$ cat src/rtl/ysyx_25060170_id_ex_pkg.sv
// Shared widths, zero constants and payload type for the ID/EX pipeline register.
package ysyx_25060170_id_ex_pkg;

  localparam int unsigned DATA_W    = 32;
  localparam int unsigned PC_W      = 32;
  localparam int unsigned INST_W    = 32;
  localparam int unsigned IMM_W     = 32;
  localparam int unsigned REGADDR_W = 5;

  localparam logic [DATA_W-1:0]    ZERO_DATA = '0;
  localparam logic [PC_W-1:0]      ZERO_PC   = '0;
  localparam logic [INST_W-1:0]    ZERO_INST = '0;
  localparam logic [REGADDR_W-1:0] ZERO_ADDR = '0;

  typedef struct packed {
    logic [7:0]           alusrc;
    logic [3:0]           lsctl;
    logic [1:0]           wbctl;
    logic [1:0]           op1_sel;
    logic [2:0]           op2_sel;
    logic                 load_flag;
    logic                 rd_ena;
    logic [REGADDR_W-1:0] rd_addr;
    logic [DATA_W-1:0]    op1;
    logic [DATA_W-1:0]    op2;
    logic [IMM_W-1:0]     imm;
    logic [INST_W-1:0]    inst;
    logic [PC_W-1:0]      pc;
  } idex_payload_t;

  localparam idex_payload_t PAYLOAD_ZERO = '0;

  // Ones mark fields that survive a bubble; side-effecting control fields are zeroed.
  localparam idex_payload_t BUBBLE_KEEP_MASK = '{
    alusrc: '1, lsctl: '0, wbctl: '0, op1_sel: '1, op2_sel: '1, load_flag: 1'b0,
    rd_ena: 1'b0, rd_addr: '1, op1: '1, op2: '1, imm: '1, inst: '0, pc: '1
  };

  function automatic idex_payload_t bubble_clear(input idex_payload_t p);
    return p & BUBBLE_KEEP_MASK;
  endfunction

endpackage

$ cat src/rtl/ysyx_25060170_id_ex_skid.sv
// Single-entry skid buffer holding one accepted decode payload while EX stalls.
module ysyx_25060170_id_ex_skid
  import ysyx_25060170_id_ex_pkg::*;
(
  input  logic          clk,
  input  logic          rst,
  input  logic          push_i,
  input  logic          pop_i,
  input  logic          flush_i,
  input  idex_payload_t data_i,
  output logic          valid_o,
  output idex_payload_t data_o
);

  logic          valid_q, valid_d;
  idex_payload_t data_q, data_d;

  always_comb begin
    valid_d = valid_q;
    data_d  = data_q;
    if (flush_i) begin
      valid_d = 1'b0;
    end else if (push_i) begin
      valid_d = 1'b1;
      data_d  = data_i;
    end else if (pop_i) begin
      valid_d = 1'b0;
    end
  end

  always_ff @(posedge clk or negedge rst) begin
    if (!rst) begin
      valid_q <= 1'b0;
      data_q  <= PAYLOAD_ZERO;
    end else begin
      valid_q <= valid_d;
      data_q  <= data_d;
    end
  end

  assign valid_o = valid_q;
  assign data_o  = data_q;

endmodule

$ cat src/rtl/ysyx_25060170_id_ex.sv
// ID/EX pipeline register with load-use bubble insertion and redirect flush.
// Define YSYX_25060170_IDEX_SKID_EN to add a one-entry skid so ex_ready is registered.
module ysyx_25060170_id_ex
  import ysyx_25060170_id_ex_pkg::*;
#(
  parameter int unsigned CNT_W = 32
) (
  input  logic                 clk,
  input  logic                 rst,
  input  logic                 id_valid,
  output logic                 ex_ready,
  input  logic                 id_ex_flush,
  input  logic                 ex_flush,
  input  logic [7:0]           alusrc_i,
  input  logic [3:0]           lsctl_i,
  input  logic [1:0]           wbctl_i,
  input  logic [1:0]           op1_sel_i,
  input  logic [2:0]           op2_sel_i,
  input  logic                 load_flag_i,
  input  logic                 rd_ena_i,
  input  logic [REGADDR_W-1:0] rd_addr_i,
  input  logic [DATA_W-1:0]    op1_i,
  input  logic [DATA_W-1:0]    op2_i,
  input  logic [IMM_W-1:0]     imm_i,
  input  logic [INST_W-1:0]    inst_i,
  input  logic [PC_W-1:0]      pc_i,
  output logic [7:0]           alusrc_o,
  output logic [3:0]           lsctl_o,
  output logic [1:0]           wbctl_o,
  output logic [1:0]           op1_sel_o,
  output logic [2:0]           op2_sel_o,
  output logic                 load_flag_o,
  output logic                 rd_ena_o,
  output logic [REGADDR_W-1:0] rd_addr_o,
  output logic [DATA_W-1:0]    op1_o,
  output logic [DATA_W-1:0]    op2_o,
  output logic [IMM_W-1:0]     imm_o,
  output logic [INST_W-1:0]    inst_o,
  output logic [PC_W-1:0]      pc_o,
  output logic                 ex_valid,
  input  logic                 exu_ready,
  output logic                 ex_load_ena,
  output logic [CNT_W-1:0]     bubble_cnt
);

  idex_payload_t    in_p, main_q, main_d;
  logic             valid_q, valid_d;
  logic [CNT_W-1:0] cnt_q, cnt_d;
  logic             main_free, take, bubble;
  logic             skid_valid;
  idex_payload_t    skid_data;

  assign in_p = '{
    alusrc: alusrc_i, lsctl: lsctl_i, wbctl: wbctl_i, op1_sel: op1_sel_i, op2_sel: op2_sel_i,
    load_flag: load_flag_i, rd_ena: rd_ena_i, rd_addr: rd_addr_i, op1: op1_i, op2: op2_i,
    imm: imm_i, inst: inst_i, pc: pc_i
  };

  assign main_free = ~valid_q | exu_ready;
  assign take      = ex_ready & id_valid & ~id_ex_flush & ~ex_flush;
  assign bubble    = ex_ready & id_ex_flush & ~ex_flush;

`ifdef YSYX_25060170_IDEX_SKID_EN
  logic skid_push, skid_pop;

  assign ex_ready  = ~skid_valid;
  assign skid_push = take & ~main_free;
  assign skid_pop  = skid_valid & main_free & ~ex_flush;

  ysyx_25060170_id_ex_skid u_skid (
    .clk     (clk),
    .rst     (rst),
    .push_i  (skid_push),
    .pop_i   (skid_pop),
    .flush_i (ex_flush),
    .data_i  (in_p),
    .valid_o (skid_valid),
    .data_o  (skid_data)
  );
`else
  assign ex_ready   = main_free;
  assign skid_valid = 1'b0;
  assign skid_data  = PAYLOAD_ZERO;
`endif

  always_comb begin
    main_d  = main_q;
    valid_d = valid_q;
    cnt_d   = cnt_q;
    if (bubble && (cnt_q != '1)) cnt_d = cnt_q + 1'b1;
    if (ex_flush) begin
      valid_d = 1'b0;
      main_d  = bubble_clear(main_q);
    end else if (main_free) begin
      if (skid_valid) begin
        valid_d = 1'b1;
        main_d  = skid_data;
      end else if (take) begin
        valid_d = 1'b1;
        main_d  = in_p;
      end else if (bubble) begin
        valid_d = 1'b0;
        main_d  = bubble_clear(main_q);
      end else begin
        valid_d = 1'b0;
      end
    end
    // A bubble seen while a valid entry is still stalled leaves that entry in place.
  end

  always_ff @(posedge clk or negedge rst) begin
    if (!rst) begin
      main_q  <= PAYLOAD_ZERO;
      valid_q <= 1'b0;
      cnt_q   <= '0;
    end else begin
      main_q  <= main_d;
      valid_q <= valid_d;
      cnt_q   <= cnt_d;
    end
  end

  assign alusrc_o    = main_q.alusrc;
  assign lsctl_o     = main_q.lsctl;
  assign wbctl_o     = main_q.wbctl;
  assign op1_sel_o   = main_q.op1_sel;
  assign op2_sel_o   = main_q.op2_sel;
  assign load_flag_o = main_q.load_flag;
  assign rd_ena_o    = main_q.rd_ena;
  assign rd_addr_o   = main_q.rd_addr;
  assign op1_o       = main_q.op1;
  assign op2_o       = main_q.op2;
  assign imm_o       = main_q.imm;
  assign inst_o      = main_q.inst;
  assign pc_o        = main_q.pc;
  assign ex_valid    = valid_q;
  assign ex_load_ena = valid_q & main_q.load_flag & main_q.rd_ena;
  assign bubble_cnt  = cnt_q;

endmodule

$ cat config.mk
export PLATFORM = sky130hd
export DESIGN_NAME = ysyx_25060170_id_ex
export DESIGN_NICKNAME = d
export VERILOG_FILES = /design/src/rtl/ysyx_25060170_id_ex_pkg.sv /design/src/rtl/ysyx_25060170_id_ex_skid.sv /design/src/rtl/ysyx_25060170_id_ex.sv
export SDC_FILE = /design/constraint.sdc
export NUM_CORES = 1
export LEC_CHECK = 0
export ABC_AREA = 1
export CAP_MARGIN = 20
export CORE_MARGIN = 2
export CORE_UTILIZATION = 38
export DETAILED_ROUTE_END_ITERATION = 8
export MAX_ROUTING_LAYER = met4
export PLACE_DENSITY = 0.84
export SYNTH_ARGS = -nofsm -noshare
export SYNTH_HDL_FRONTEND = slang
export SYNTH_SLANG_ARGS = --single-unit
$ cat constraint.sdc
create_clock -name clk -period 1.6 [get_ports clk]
set_input_delay 0.48 -clock clk [delete_from_list [all_inputs] [get_ports clk]]
set_output_delay 0.48 -clock clk [all_outputs]
set_load 0.01 [all_outputs]
### Word level (Yosys, flattened, before mapping)

Cells that the tools add are included.

| word-level totals | value |
|---|---|
| flip-flop bits (word level) | 219 |
| input port bits | 192 |
| output and inout bits | 221 |
| logic and storage cells | 40 |

| operators by class | value |
|---|---|
| add/subtract/negate cells | 1 |
| eq/ne operators | 1 |
| multiplexer cells | 7 |
| bitwise logic cells | 11 |
| reductions and logical operators | 5 |

Operators by type and width:

| kind | number |
|---|---|
| 178-bit 2-to-1 mux | 3 |
| 186-bit 2-to-1 mux | 1 |
| 32-bit by 1-bit adder with 32-bit output (second input constant) | 1 |
| 32-bit != test (second input constant) | 1 |
| 1-bit bitwise AND | 7 |
| 1-bit 2-to-1 mux | 3 |
| 1-bit inverter | 3 |
| 3-bit AND reduction | 1 |
| 3-bit nonzero test | 1 |
| 2-bit AND reduction | 1 |
| 2-bit nonzero test | 1 |
| 1-bit logical AND | 1 |
| 1-bit bitwise OR | 1 |

### Logic depth before layout (Yosys ltp)

Gate-level depths: netlist of the first run.

| logic depth | value |
|---|---|
| word-level depth | 8 |
| gate-level depth with buffers | 11 |
| gate-level depth less buffers | 10 |

### Least setup slack after synthesis of the first run

No wires, ideal clock.

| path | value |
|---|---|
| path kind | register to register |
| from | reg cnt_q[0] (netlist: bubble_cnt[0]) |
| to | reg cnt_q[29] (netlist: bubble_cnt[29]) |
| setup time | 116 ps |
| arrival time | 1528 ps |
| data required time | 1484 ps |
| path slack | -44 ps |
| stages on the path, launching flop included | 12 |
| buffers on the path | 1 |
| clock period less this slack | 1644 ps |
| cell sequence | dfrtp_1 > ha_1 > inv_2 > nor2_4 > nand2_4 > nor2_4 > nand2_4 > nand2_8 > inv_4 > buf_6 > nand2_1 > nand2_1 |

| between the ends | value |
|---|---|
| cells in the longest elaborated chain, start to end | 2 |
| elaborated cells between the ends (all ways) | 3 |
| classes of those cells | add/sub: 1; eq/ne: 1; reduce/logical: 1 |

Ends and longest elaborated chain:

| element | line | source |
|---|---|---|
| start, declared | ysyx_25060170_id_ex.sv:48 | `logic [CNT_W-1:0] cnt_q, cnt_d;` |
| start signal, assigned | ysyx_25060170_id_ex.sv:119 | `cnt_q <= cnt_d;` |
| branches (longest 2 deep; another with 32-bit by 1-bit adder with 32-bit output) | -- |  |

Parallel ways; which one is timed is not known.
A chain may end at the register's enable or synchronous reset.

### Worst setup path after layout of the first run

| path | value |
|---|---|
| from | reg main_q, in the netlist load_flag_o |
| to | out load_flag_o |

RTL lines:

| element | line | source |
|---|---|---|
| start, declared | ysyx_25060170_id_ex.sv:46 | `idex_payload_t in_p, main_q, main_d;` |
| start signal, assigned | ysyx_25060170_id_ex.sv:117 | `main_q <= main_d;` |
| end, declared | ysyx_25060170_id_ex.sv:32 | `output logic load_flag_o,` |

No word-level cell between the ends.

==> impl_metrics.toml, run 1 <==
[status]
status = "finished, violations left"
violated_checks = "setup timing"

[global_route]
wire_length_of_the_first_global_routing_pass_um = 55200
largest_net_degree_at_the_start_of_global_routing = 64
grt_pass1_vias = 10125
grt_antenna_before_repair = 0
grt_use_total = 0.275
grt_overflow = 0

[synth]
post_synth_inst_count = 1154
yosysSeqAreaShare = 0.577
synth_cell_type_count = 26
ys_warn_count = 0
ys_seq_elements = 219
synthDominantCellAreaShare = 0.577
synthesis.area_per_instance_um2 = 8.24
netlist_area_mm2 = 0.00951
synth.largest_area_cell = "sky130_fd_sc_hd__dfrtp_1"
synth.net_count = 1347
synth_top_cells_by_area = "sky130_fd_sc_hd__dfrtp_1 (58%), sky130_fd_sc_hd__nand2_1 (21%), sky130_fd_sc_hd__nand3_1 (11%)"

[layout]
diodes = 0
drive_gt1_frac = 0.359
mostFrequentLayoutCell = "sky130_fd_sc_hd__nand2_1"
stdcell_area_mm2 = 0.0164
area_growth_from_synthesis_to_layout_pct = 72.5
most-common-layout-cells = "sky130_fd_sc_hd__nand2_1 (458), sky130_fd_sc_hd__dfrtp_1 (199), sky130_fd_sc_hd__buf_2 (193)"
instances_no_fill = 2049
fin_nets = 1900

[clock_network]
cts_buffers = 25
clock_tree.root_cell = "sky130_fd_sc_hd__clkbuf_16"
clock_tree_sinks = 219
max-clock-path-buffers = 3
clock_tree.htree_level_count = 1
path_clk_slew_ns = 0.07
cts_tree = "done"
clock_insertion_delay_worst_skew_ns = 0.54

[sta]
maxSlewHeadroom = 0.722
clock_skew_ns = 0.0102
worst_pin_slew_ns = 0.414
grt_setup_unrepaired = "true"
layout_worst_path_cycle_share = 1.12
final.min_clock_period_ns = 1.79
max_clock_freq_ghz = 0.558
layout_setup_ws_ns = -0.193
maxSlewViolCount = 0
hold_viol = 0
finalSetupViolations = 32

[drt]
detail_route.drc_violations = 0
wl_per_cell_um = 20.4
detail-route-antenna-nets = 0
wirelength_um = 41800
via_count = 10826
via_per_inst = 5.28
first_iter_violations = 1030
drt_first_pass_iters = 8

[worst_setup_path]
critical_path.n_buffers_inverters = 3
critical_path.max_fanout = 2
worstSetupEndpointType = "output port"
timing.critical_path.arrival_ns = 1.31
timing.critical_path.cells = "buf_4 -> buf_6 -> buf_6"
crit_path_top_delay_cell = "sky130_fd_sc_hd__dfrtp_1"
timing.critical_path.required_ns = 1.12
slowest_delay_ns = 0.40
worstSetupStartpointType = "register"
crit_path_max_delay_family = "flip-flops"
timing_worst_setup_path_type = "reg2out"
critical-path-top-cell-by-count = "sky130_fd_sc_hd__buf_6"

[placed_design]
place_hpwl_um = 24200
io_buffers = 412
placedCellCount = 1892
globalplace.congestion = 0.896
placed_area_mm2 = 0.0145

[floorplan]
fp.coreArea_mm2 = 0.0245
pin_count = 413
initial_core_util = 0.389
floorplan.die.height_um = 162
die-area_mm2 = 0.0263
placement_rows = 57
die_w_um = 162

[job]
drv_cap = 0

[power]
irDropWorstVdd_v = 0.000841
p_leak_nw = 8.47
cellPowerDensity_mw_per_mm2 = 1030

[hold_path]
min_path_type = "in2async"
==> stage by stage <==
stage	setup slack, ns	util	hold slack, ns	TNS [ns]	total power [mW]
floorplan	0.0288	-	0.184	0	8.00
global placement	-0.551	0.592	0.398	-96.09	10.5
detailed placement	-0.599	0.592	0.401	-101.13	10.6
CTS	-0.157	0.612	0.427	-1.27	16.4
global route	-0.263	0.670	0.455	-6.40	17.6
finish	-0.193	0.670	0.436	-2.29	16.9
==> sequential cells by signal, summed over array words and instances, names as in the netlist <==
name	flops
imm_o	32
wbctl_o	2
alusrc_o	8
op1_sel_o	2
rd_addr_o	5
ex_valid	1
pc_o	32
op1_o	32
rd_ena_o	1
op2_o	32
bubble_cnt	32
load_flag_o	1
op2_sel_o	3
lsctl_o	4
inst_o	32
==> cells in the mapped netlist <==
master	instances
sky130_fd_sc_hd__nor3_1	1
sky130_fd_sc_hd__o21ai_1	3
sky130_fd_sc_hd__buf_6	3
sky130_fd_sc_hd__buf_4	1
sky130_fd_sc_hd__buf_2	26
sky130_fd_sc_hd__inv_2	2
sky130_fd_sc_hd__xnor2_1	6
sky130_fd_sc_hd__nand3_1	203
sky130_fd_sc_hd__nand2_4	2
sky130_fd_sc_hd__clkbuf_1	35
sky130_fd_sc_hd__nor2_4	6
sky130_fd_sc_hd__nand4_1	6
sky130_fd_sc_hd__inv_1	30
sky130_fd_sc_hd__o21ai_0	3
sky130_fd_sc_hd__a21oi_1	2
sky130_fd_sc_hd__nor2_1	52
sky130_fd_sc_hd__xor2_1	3
sky130_fd_sc_hd__nand3b_1	6
sky130_fd_sc_hd__nor2_2	3
sky130_fd_sc_hd__nand2_1	535
sky130_fd_sc_hd__inv_4	1
sky130_fd_sc_hd__nand2_2	3
sky130_fd_sc_hd__nor3_2	1
sky130_fd_sc_hd__nand2_8	1
sky130_fd_sc_hd__ha_1	1
sky130_fd_sc_hd__dfrtp_1	219
==> routing by layer <==
| layer | vias up | part of all wire | global-route usage |
|---|---|---|---|
| met4 | 0 | 0.048 | 0.0949 |
| met2 | 698 | 0.49 | 0.471 |
| met5 | - | 0 | - |
| met1 | 5182 | 0.37 | 0.324 |
| li1 | 4771 | - | - |
| met3 | 175 | 0.093 | 0.0567 |
==> power breakdown <==
group          total (mW)  internal (mW)  switching, mW
clock                6.13           3.66           2.47
combinational        4.08           1.98           2.10
sequential           6.71           6.27          0.439
==> cells by family after synthesis <==
group | Yosys count | share of synthesized area
compound gates | 8 | 0.00421
xor+xnor | 9 | 0.00829
fa+ha+maj | 1 | 0.00132
buf+inv | 98 | 0.0452
flops | 219 | 0.577
simple gates | 819 | 0.364
==> final timing paths <==
kind                               startpoint       endpoint  slack, ns  cells past startpoint
worst min-delay path                      rst   rd_addr_o[1]       0.44                      2
worst min register to register     inst_o[24]     inst_o[24]       0.47                      2
min in group clk                   inst_o[24]     inst_o[24]       0.47                      2
worst max register to register  bubble_cnt[0]  bubble_cnt[8]      -0.19                      9
max in group asynchronous                 rst     inst_o[24]       0.58                      3
worst max-delay path              load_flag_o    load_flag_o      -0.19                      3
==> timing repair <==
| item | 4_1_cts | 5_1_grt |
|---|---|---|
| setup buffers | 57 | 31 |
| cloned | 4 | 20 |
| endpoints found under the hold margin | 26 | 0 |
| setup endpoints to repair | 269 | 244 |
| gates resized for setup | 934 | 224 |
| hold buffers | 1 | 0 |
| pin swaps | 5 | 82 |
==> worst register-to-register path, delay by kind of cell (launching register included) <==
kind / cells / cell delay [ns]
adders and majority gates: 1 / 0.15
DFF: 1 / 0.37
and+or+nand+nor: 4 / 0.53
xor gates and xnor gates: 1 / 0.35
buffers and inverters: 3 / 0.33
==> final cells by class <==
| class | count | area, um^2 |
|---|---|---|
| clock buffer | 30 | 674 |
| clock inverter | 15 | 195 |
| fill | 1789 | 8060 |
| inverter | 33 | 141 |
| multi-input combinational | 838 | 4210 |
| sequential | 219 | 5510 |
| tap | 324 | 405 |
| timing repair buffer | 588 | 5250 |
| timing repair inverter | 2 | 20.0 |
Power figures use the tool's default switching activity.
==> run 2, diff against run 1 <==
--- a/config.mk
+++ b/config.mk
@@ -12,6 +12,8 @@
 export DETAILED_ROUTE_END_ITERATION = 8
 export MAX_ROUTING_LAYER = met4
 export PLACE_DENSITY = 0.84
+export SKIP_CTS_REPAIR_TIMING = 1
 export SYNTH_ARGS = -nofsm -noshare
 export SYNTH_HDL_FRONTEND = slang
 export SYNTH_SLANG_ARGS = --single-unit
+export TNS_END_PERCENT = 50
==> run 2 against run 1 <==
The run still ends with setup timing left. First-iteration DRC count fell by 37%. Sequential share of layout area is 2.5 points higher. Sequential cell count unchanged. Worst setup slack improved by 0.0089 ns. Sequential power is 0.6% higher. Largest cell class unchanged. Largest power group unchanged.
==> impl_metrics.toml, run 2 (synthesized netlist as in run 1, its figures left out) <==
[worst_setup_path]
crit_path_max_delay_family = "flip-flops"
timing.critical_path.cells = "buf_6 -> nand2_1 -> dlymetal6s2s_1"
slowest_delay_ns = 0.39
timing_worst_setup_path_type = "reg2out"
worstSetupEndpointType = "output port"
worst-r2r-setup-slack_ns = -0.07
critical_path.max_fanout = 3
crit_path_top_delay_cell = "sky130_fd_sc_hd__dfrtp_1"
worstSetupStartpointType = "register"
critical_path.n_buffers_inverters = 2
timing.critical_path.arrival_ns = 1.30
timing.critical_path.required_ns = 1.12

[layout]
stdcell_area_mm2 = 0.0153
mostFrequentLayoutCell = "sky130_fd_sc_hd__nand2_1"
most-common-layout-cells = "sky130_fd_sc_hd__nand2_1 (533), sky130_fd_sc_hd__nand3_1 (200), sky130_fd_sc_hd__dfrtp_1 (193)"
diodes = 0
area_growth_from_synthesis_to_layout_pct = 60.6
final_core_util = 0.624
drive_gt1_frac = 0.245
fin_nets = 1837

[global_route]
wire_length_of_the_first_global_routing_pass_um = 52200
grt_pass1_vias = 9640
largest_net_degree_at_the_start_of_global_routing = 64
grt_use_total = 0.258
grt_overflow = 0
grt_antenna_before_repair = 0

[status]
violated_checks = "setup timing"
status = "finished, violations left"

[drt]
wirelength_um = 34900
detail_route.drc_violations = 0
detail-route-antenna-nets = 0
wl_per_cell_um = 17.6
drt_first_pass_iters = 7
first_iter_violations = 648
via_per_inst = 5.02
via_count = 9979

[placed_design]
place_hpwl_um = 24200
placed_area_mm2 = 0.0145
globalplace.congestion = 0.896
io_buffers = 412

[power]
power_switching_share = 0.287
p_leak_nw = 8.27
cellPowerDensity_mw_per_mm2 = 1070
power_frac_seq = 0.414
net-switching-power_mw = 4.68
pwr-share-clk = 0.372
power.share.combinational = 0.215
internal_power_contribution_mw = 11.6
irDropWorstVdd_v = 0.000852

[sta]
hold_viol = 0
holdWs_ns = 0.443
maxSlewHeadroom = 0.740
layout_worst_path_cycle_share = 1.11
layout_setup_ws_ns = -0.184
totalNegativeSetupSlack_ns = -1.74
final.min_clock_period_ns = 1.78
grt_setup_unrepaired = "true"
worst_pin_slew_ns = 0.391
maxSlewViolCount = 0
finalSetupViolations = 88
max_clock_freq_ghz = 0.561
clock_skew_ns = 0.00982

[floorplan]
floorplan.die.height_um = 162
initial_core_util = 0.389
pin_count = 413
die-area_mm2 = 0.0263
die_w_um = 162
placement_rows = 57
fp.coreArea_mm2 = 0.0245

[job]
drv_cap = 0

[clock_network]
cts_tree = "done"
max-clock-path-buffers = 3
clock_tree_sinks = 219
clock_tree.root_cell = "sky130_fd_sc_hd__clkbuf_16"
path_clk_slew_ns = 0.06
clock_insertion_delay_worst_skew_ns = 0.54
cts_buffers = 25
clock_tree.htree_level_count = 1

[hold_path]
min_path_type = "in2async"
==> run 2: per-layer routing <==
| layer | global-route usage | part of all wire |
|---|---|---|
| met1 | 0.303 | 0.38 |
| met2 | 0.444 | 0.50 |
| met3 | 0.0592 | 0.087 |
| met4 | 0.0772 | 0.038 |
| met5 | - | 0 |
==> run 2: worst paths after layout <==
| check | from | end | cells after the start |
|---|---|---|---|
| min in group clk | inst_o[24] | inst_o[24] | 2 |
| hold / removal | rst | op1_o[18] | 2 |
| max in group asynchronous | rst | inst_o[24] | 3 |
| setup / recovery | ex_valid | ex_ready | 3 |
| setup reg to reg | ex_valid | pc_o[10] | 9 |
| hold reg to reg | inst_o[24] | inst_o[24] | 2 |
==> run 2: power groups by stage <==
| stage | logic (mW) | clock network [mW] | registers, mW |
|---|---|---|---|
| global route | 3.78 | 6.45 | 6.82 |
| floorplan | 0.882 | 0 | 7.12 |
| detailed placement | 3.81 | 0 | 6.81 |
| finish | 3.50 | 6.07 | 6.75 |
| global placement | 3.74 | 0 | 6.79 |
| CTS | 3.84 | 6.20 | 6.74 |
==> run 2: metrics by stage <==
| step | total power, mW | setup WS [ns] | std cells |
|---|---|---|---|
| finish | 16.3 | -0.184 | 1986 |
| global route | 17.0 | -0.265 | 1986 |
| CTS | 16.8 | -0.607 | 1937 |
| detailed placement | 10.6 | -0.599 | 1892 |
| global placement | 10.5 | -0.551 | 1892 |
| floorplan | 8.00 | 0.0288 | 1154 |
==> run 2: layout make-up <==
class | instances | area (um^2)
well taps | 324 | 405
repair buffers | 528 | 4650
fillers | 1961 | 9200
clock buffers | 30 | 674
inverters | 33 | 134
multi-input cells | 837 | 3690
clock inverters | 15 | 195
flip-flops and latches | 219 | 5510
